==> src/rtl/rv32i_types.sv <==
// Shared RV32/RV64 types for the MEM stage.
// funct3 encodings, align FSM state, byte-enable type.
package rv32i_types;

   localparam int MAX_BYTES = 8;

   typedef logic [MAX_BYTES-1:0] byte_en_t;

   typedef enum logic [2:0] {
      lb  = 3'b000,
      lh  = 3'b001,
      lw  = 3'b010,
      ld  = 3'b011,
      lbu = 3'b100,
      lhu = 3'b101,
      lwu = 3'b110
   } load_funct3_t;

   typedef enum logic [2:0] {
      sb = 3'b000,
      sh = 3'b001,
      sw = 3'b010,
      sd = 3'b011
   } store_funct3_t;

   typedef enum logic [1:0] {
      IDLE,
      ACC0,
      ACC1,
      DONE
   } mem_align_state_t;

   function automatic logic funct3_legal(
      input logic [2:0] f3,
      input int         xlen
   );
      case (f3)
         lb, lh, lw, lbu, lhu: return 1'b1;
         ld, lwu:              return xlen == 64;
         default:              return 1'b0;
      endcase
   endfunction

endpackage

==> src/rtl/mem_lane_shift.sv <==
// Byte-lane shifter and load extender.
// data/off/size/dir/uns in; result = shifted word, extended above 8<<size bits.
module mem_lane_shift #(
   parameter int XLEN = 32
) (
   input  logic [XLEN-1:0]            data,
   input  logic [$clog2(XLEN/8)-1:0]  off,
   input  logic [1:0]                 size,
   input  logic                       dir,
   input  logic                       uns,
   output logic [XLEN-1:0]            result
);

   logic [XLEN-1:0] sh;
   int              nbits;
   logic            sign;

   always_comb begin
      sh = dir ? data >> {off, 3'b000}
               : data << {off, 3'b000};
      nbits = 8 << size;
      sign = 1'b0;
      for (int i = 0; i < XLEN; i++)
         if (!uns && i == nbits - 1)
            sign = sh[i];
      result = sh;
      // A full-width size leaves the word untouched.
      for (int i = 0; i < XLEN; i++)
         if (i >= nbits)
            result[i] = sign;
   end

endmodule

==> src/rtl/mem_align_unit.sv <==
// Load/store alignment engine: byte enables, lane shift, split of misaligned accesses.
// req_* from MEM stage, mem_* to data cache, resp_* back as a one-cycle pulse.
module mem_align_unit
   import rv32i_types::*;
#(
   parameter int XLEN             = 32,
   parameter bit ALLOW_MISALIGNED = 1'b1
) (
   input  logic              clk,
   input  logic              rst,
   input  logic              req_valid,
   output logic              req_ready,
   input  logic              req_write,
   input  logic [2:0]        req_funct3,
   input  logic [XLEN-1:0]   req_addr,
   input  logic [XLEN-1:0]   req_wdata,
   output logic              mem_read,
   output logic              mem_write,
   output logic [XLEN-1:0]   mem_address,
   output logic [XLEN/8-1:0] mem_byte_enable,
   output logic [XLEN-1:0]   mem_wdata,
   input  logic              mem_resp,
   input  logic [XLEN-1:0]   mem_rdata,
   output logic              resp_valid,
   output logic [XLEN-1:0]   resp_rdata,
   output logic              resp_fault
);

   localparam int         BYTES = XLEN / 8;
   localparam int         OFFW  = $clog2(BYTES);
   localparam int         MW    = 2 * BYTES;
   localparam logic [1:0] FULL  = 2'(OFFW);

   mem_align_state_t state;
   logic             r_write;
   logic             r_mis;
   logic [2:0]       r_f3;
   logic [OFFW-1:0]  r_off;
   logic [XLEN-1:0]  r_wdata;
   logic [XLEN-1:0]  mbuf;

   logic             idle;
   logic [2:0]       f3_sel;
   logic [OFFW-1:0]  req_off;
   logic [OFFW-1:0]  off_sel;
   logic [OFFW-1:0]  neg_off;
   byte_en_t         ones_w;
   logic [MW-1:0]    mask2;
   logic             mis_sel;
   logic             bad;
   logic [XLEN-1:0]  merged;
   logic [XLEN-1:0]  st_out;
   logic [XLEN-1:0]  ld_out;

   assign idle    = state == IDLE;
   assign req_off = req_addr[OFFW-1:0];
   assign f3_sel  = idle ? req_funct3 : r_f3;
   assign off_sel = idle ? req_off : r_off;
   // BYTES - off, valid because a split never has off == 0.
   assign neg_off = -r_off;

   always_comb begin
      ones_w = '0;
      for (int i = 0; i < MAX_BYTES; i++)
         ones_w[i] = i < (1 << f3_sel[1:0]);
   end

   // Low half = part-0 lanes, high half = part-1 lanes.
   assign mask2   = MW'(ones_w) << off_sel;
   assign mis_sel = |mask2[MW-1:BYTES];
   assign bad     = !funct3_legal(req_funct3, XLEN)
                 || (mis_sel && !ALLOW_MISALIGNED);

   always_comb begin
      if (state == ACC1)
         merged = mbuf | (mem_rdata << {neg_off, 3'b000});
      else
         merged = mem_rdata >> {r_off, 3'b000};
   end

   // IDLE: shift left for part 0; otherwise shift right for part 1.
   mem_lane_shift #(.XLEN(XLEN)) u_st_shift (
      .data   (idle ? req_wdata : r_wdata),
      .off    (idle ? req_off : neg_off),
      .size   (FULL),
      .dir    (!idle),
      .uns    (1'b1),
      .result (st_out)
   );

   mem_lane_shift #(.XLEN(XLEN)) u_ld_shift (
      .data   (merged),
      .off    ('0),
      .size   (r_f3[1:0]),
      .dir    (1'b1),
      .uns    (r_f3[2]),
      .result (ld_out)
   );

   always_ff @(posedge clk or negedge rst) begin
      if (!rst) begin
         state           <= IDLE;
         req_ready       <= 1'b1;
         mem_read        <= 1'b0;
         mem_write       <= 1'b0;
         mem_address     <= '0;
         mem_byte_enable <= '0;
         mem_wdata       <= '0;
         resp_valid      <= 1'b0;
         resp_rdata      <= '0;
         resp_fault      <= 1'b0;
         r_write         <= 1'b0;
         r_mis           <= 1'b0;
         r_f3            <= '0;
         r_off           <= '0;
         r_wdata         <= '0;
         mbuf            <= '0;
      end else begin
         unique case (state)
            IDLE: if (req_valid) begin
               req_ready <= 1'b0;
               r_write   <= req_write;
               r_f3      <= req_funct3;
               r_off     <= req_off;
               r_wdata   <= req_wdata;
               r_mis     <= mis_sel;
               mbuf      <= '0;
               if (bad) begin
                  state      <= DONE;
                  resp_valid <= 1'b1;
                  resp_fault <= 1'b1;
                  resp_rdata <= '0;
               end else begin
                  state           <= ACC0;
                  mem_read        <= !req_write;
                  mem_write       <= req_write;
                  mem_address     <= {req_addr[XLEN-1:OFFW],
                                      {OFFW{1'b0}}};
                  mem_byte_enable <= mask2[BYTES-1:0];
                  mem_wdata       <= st_out;
               end
            end
            ACC0, ACC1: if (mem_resp) begin
               mbuf <= merged;
               if (state == ACC0 && r_mis) begin
                  state           <= ACC1;
                  mem_address     <= mem_address + XLEN'(BYTES);
                  mem_byte_enable <= mask2[MW-1:BYTES];
                  mem_wdata       <= st_out;
               end else begin
                  state           <= DONE;
                  mem_read        <= 1'b0;
                  mem_write       <= 1'b0;
                  mem_byte_enable <= '0;
                  resp_valid      <= 1'b1;
                  resp_fault      <= 1'b0;
                  resp_rdata      <= r_write ? '0 : ld_out;
               end
            end
            DONE: begin
               state      <= IDLE;
               req_ready  <= 1'b1;
               resp_valid <= 1'b0;
               resp_fault <= 1'b0;
               resp_rdata <= '0;
            end
         endcase
      end
   end

endmodule

==> config.mk <==
export PLATFORM = sky130hd
export DESIGN_NAME = mem_align_unit
export DESIGN_NICKNAME = d
export VERILOG_FILES = /design/src/rtl/rv32i_types.sv /design/src/rtl/mem_lane_shift.sv /design/src/rtl/mem_align_unit.sv
export SDC_FILE = /design/constraint.sdc
export NUM_CORES = 1
export LEC_CHECK = 0
export CORE_UTILIZATION = 45
export DETAILED_ROUTE_END_ITERATION = 10
export GPL_TIMING_DRIVEN = 0
export MAX_ROUTING_LAYER = met4
export PLACE_DENSITY = 0.69
export SETUP_SLACK_MARGIN = 0.5
export SLEW_MARGIN = 25
export SYNTH_ARGS = -nofsm -noshare
export SYNTH_HDL_FRONTEND = slang
export SYNTH_HIERARCHICAL = 1
export SYNTH_SLANG_ARGS = --single-unit
==> constraint.sdc <==
create_clock -name clk -period 8.7 [get_ports clk]
set_clock_uncertainty 0.05 [all_clocks]
set_input_delay 0.87 -clock clk [delete_from_list [all_inputs] [get_ports clk]]
set_output_delay 0.87 -clock clk [all_outputs]
set_load 0.03 [all_outputs]
==> summary.txt <==
Setup path
  • Crit-path slowest cell: o21ai_1
  • Max FO, Critical Path: 10
  • CP Data Arrival Time: 4.49 ns
  • Critical path capture point type: flop
  • CP dominant cell by count: nand2_1
  • CP Launch Type: flop
  • CP cell instances: inv_1 > ha_1 > buf_2 > buf_1 > clkbuf_1 > nand2_1 > o21ai_1 > buf_4 > buf_2 > o21ai_0 > a31oi_1 > o21ai_0 > nand2_1 > nand2_1
  • Crit Path Class: flop to flop
  • Req. time, crit path: 8.98 ns
  • Worst path bufs/invs: 6
  • Cell family with most CP delay: buffers and inverters
  • Max incr delay on CP: around 0.55 ns

STA
  • Setup violators final: 0
  • TNS Setup: 0 ns
  • Slew Viols, Final: 0
  • Worst-Margin Slew: around 1.1 ns
  • Fin crit period: roughly 4.2 ns
  • Tcrit/Tclk final: between 40% and 50%
  • Min Hold Slack: approximately 0.23 ns
  • Final hold violation count: 0
  • Max Fclk: roughly 0.24 GHz
  • Slew headroom: 29.0%
  • RSZ-0062 raised after global routing: no

Power and ir drop
  • PwrDens: ~460 mW/mm^2
  • Cell internal pwr: about 3.5 mW
  • Pleak: roughly 6.5 nW
  • Clock network power share: between 10 and 15%
  • Switch Pwr: around 3.8 mW
  • Maximum VDD drop: between 200 and 250 uV
  • Sequential fraction of design power: between 15 and 20%
  • Sw frac: between 50% and 60%
  • Logic pwr share: 68.8%

Global route
  • Global-route wire length before repair: 69,900 um
  • Largest net degree at the start of global routing: 86
  • Initial antenna violation count: 0
  • Vias in the first global route: roughly 12,000
  • GRT Residual Overflow: 0
  • Total track usage: between 30% and 40%

Yosys
  • Post-synth EDFFs: 0
  • Top FF cell, synth: dfrtp_1
  • Post-Syn Instances: about 1,400
  • Library cells used by synthesis: 74
  • Sequential area share after synthesis: 35.5%
  • Yosys Warn Count: 6
  • Synth Register Bits: approximately 180
  • Synth async-reset ratio: 100%
  • Post-Syn Area per Cell: 8.61 um^2
  • Mapped cell area: between 0.01 and 0.015 mm^2

Finish
  • Multi-input gate area: roughly 0.0074 mm^2
  • Layout area overhead: 26.1%
  • # fillers: between 2,000 and 2,500
  • ANT cells: 0
  • Most frequent cells in the layout: 206 x nand2_1, 205 x clkdlybuf4s50_1, 175 x dfrtp_1, 148 x a21oi_1, 111 x o21ai_0
  • Layout Utilization: just under 60%
  • # nets final: 1,809
  • Most common cell after layout, fill and taps aside: nand2_1
  • Final Instance Area: between 0.015 and 0.02 mm^2
  • Sequential cell area: between 0.004 and 0.005 mm^2
  • Share of cells above drive strength 1: 12.7%

Floorplanning
  • Core box area: 0.0270 mm^2
  • Starting Density: a little under half
  • IO Pins: approximately 210
  • Die area: 0.0283 mm^2
  • Rows: 60
  • Die height: 168 um
  • Die width: approximately 170 um

Job
  • Max-cap violations: 0

Clock network
  • Hold-fix buffers, CTS: 0
  • CTS resizes: 0
  • Worst-path clk slew: approximately 0.08 ns
  • CTS tree: done
  • CTS Sinks: roughly 180
  • TritonCTS Buffers: 17
  • Number of H-tree levels: 4
  • Clock tree buffer depth: 2
  • Setup bufs post-CTS: 0
  • Clock Latency Late Sink: around 0.45 ns
  • CTS Root Cell: clkbuf_16

Routing
  • Met1 Wirelength: between 15,000 and 20,000 um
  • Routed vias: roughly 12,000
  • Antenna-violating nets left: 0
  • Top Layer Used: met4
  • DRT iter0 DRCs: roughly 1,300
  • # DRC: 0
  • Met2 wire len: slightly above 20,000 um
  • Via density: 6.08
  • Drt pass-1 iters: 6
  • Per-cell routed wire length: approximately 22 um
  • Met3 routed WL: 3560 um
  • WL final: 44,700 um

Placement
  • Detailed Place HPWL: between 30,000 and 40,000 um
  • Buffers on Ports: about 210
  • Final GP Congestion: between 0.9 and 1
  • Placement-stage cell area: 0.0151 mm^2

Outcome
  • Run status: finished clean

Hold path
  • HP Class: input pin to async pin
-- registers in the layout, indices dropped and copies added, names as in the netlist, 2 cells and up --
signal           count
state                2
r_off                2
r_wdata             32
mbuf                32
r_f3                 3
resp_rdata          32
mem_wdata           32
mem_address         30
mem_byte_enable      4
-- cell type report --
class,count,area share (%)
plain buffers,122,3.91
well taps,341,2.72
multi-input cells,1142,47.2
clock buffers,19,2.83
flip-flops and latches,176,28.1
clock inverters,12,0.958
inverters,31,0.743
repair buffers,208,13.5
-- worst paths after layout --
kind / end / start / depth (start not counted) / slack, ns
setup / recovery: mem_wdata[13] / state[0] / 14 / 4.50
hold / removal: mbuf[11] / rst / 1 / 0.23
setup reg to reg: mem_wdata[13] / state[0] / 14 / 4.50
hold reg to reg: resp_rdata[10] / resp_rdata[10] / 2 / 0.43
max in group asynchronous: mem_wdata[3] / rst / 3 / 7.27
min in group clk: resp_rdata[10] / resp_rdata[10] / 2 / 0.43
-- logic make-up (layout without fill, tap and decap cells) --
kind of cell	count (synthesis)	after routing	synth area share [%]
flops	176	176	35.5
compound gates	472	472	24.8
buf+inv	153	392	5.87
simple gates	462	462	17.9
xor+xnor	1	1	0.0705
fa+ha+maj	7	7	0.705
mux	168	168	15.1
other cells	4	32	0.121
-- worst register-to-register path: cells and delay by family, from the launching register on --
kind	cells	cell delay (ns)
adders and majority gates	1	0.21
DFF	1	0.41
AOI/OAI and AO/OA	4	1.23
buffers and inverters	6	1.98
and+or+nand+nor	3	0.23
-- per-stage QoR --
stage	setup WS, ns	std cells	power [mW]
after floorplan	5.56	1471	4.74
after global placement	-0.877	2018	6.32
after detailed placement	4.62	2020	6.36
after CTS	4.60	2051	7.20
after global routing	4.31	2051	7.73
final	4.50	2051	7.27
-- cell usage after synthesis, drive strengths merged (28+ instances only) --
cell type | n | area share, %
a31oi | 29 | 1.5
mux2 | 88 | 8.0
clkbuf | 61 | 2.0
mux2i | 73 | 5.9
nand3 | 50 | 2.1
inv | 28 | 0.85
dfrtp | 175 | 35
nor2 | 52 | 1.6
buf | 61 | 2.9
nand2 | 208 | 6.4
o22ai | 31 | 1.6
nor3 | 30 | 1.2
a22o | 33 | 2.3
a21oi | 148 | 6.0
nor2b | 50 | 2.6
o21ai | 127 | 5.2
-- per-layer routing --
| layer | vias up | GRT usage [%] |
|---|---|---|
| met5 | - | - |
| met4 | 0 | 10.3 |
| met3 | 95 | 6.23 |
| met2 | 613 | 52.4 |
| met1 | 5985 | 41.6 |
| li1 | 5771 | - |
-- power groups by stage --
stage	sequential [mW]	clock (mW)	combinational [mW]
5_1_grt	1.49	0.857	5.39
2_1_floorplan	1.76	0	2.97
6_report	1.45	0.821	5.01
3_3_place_gp	1.44	0	4.87
4_1_cts	1.44	0.824	4.94
3_5_place_dp	1.45	0	4.91
Power figures use the tool's default switching activity.
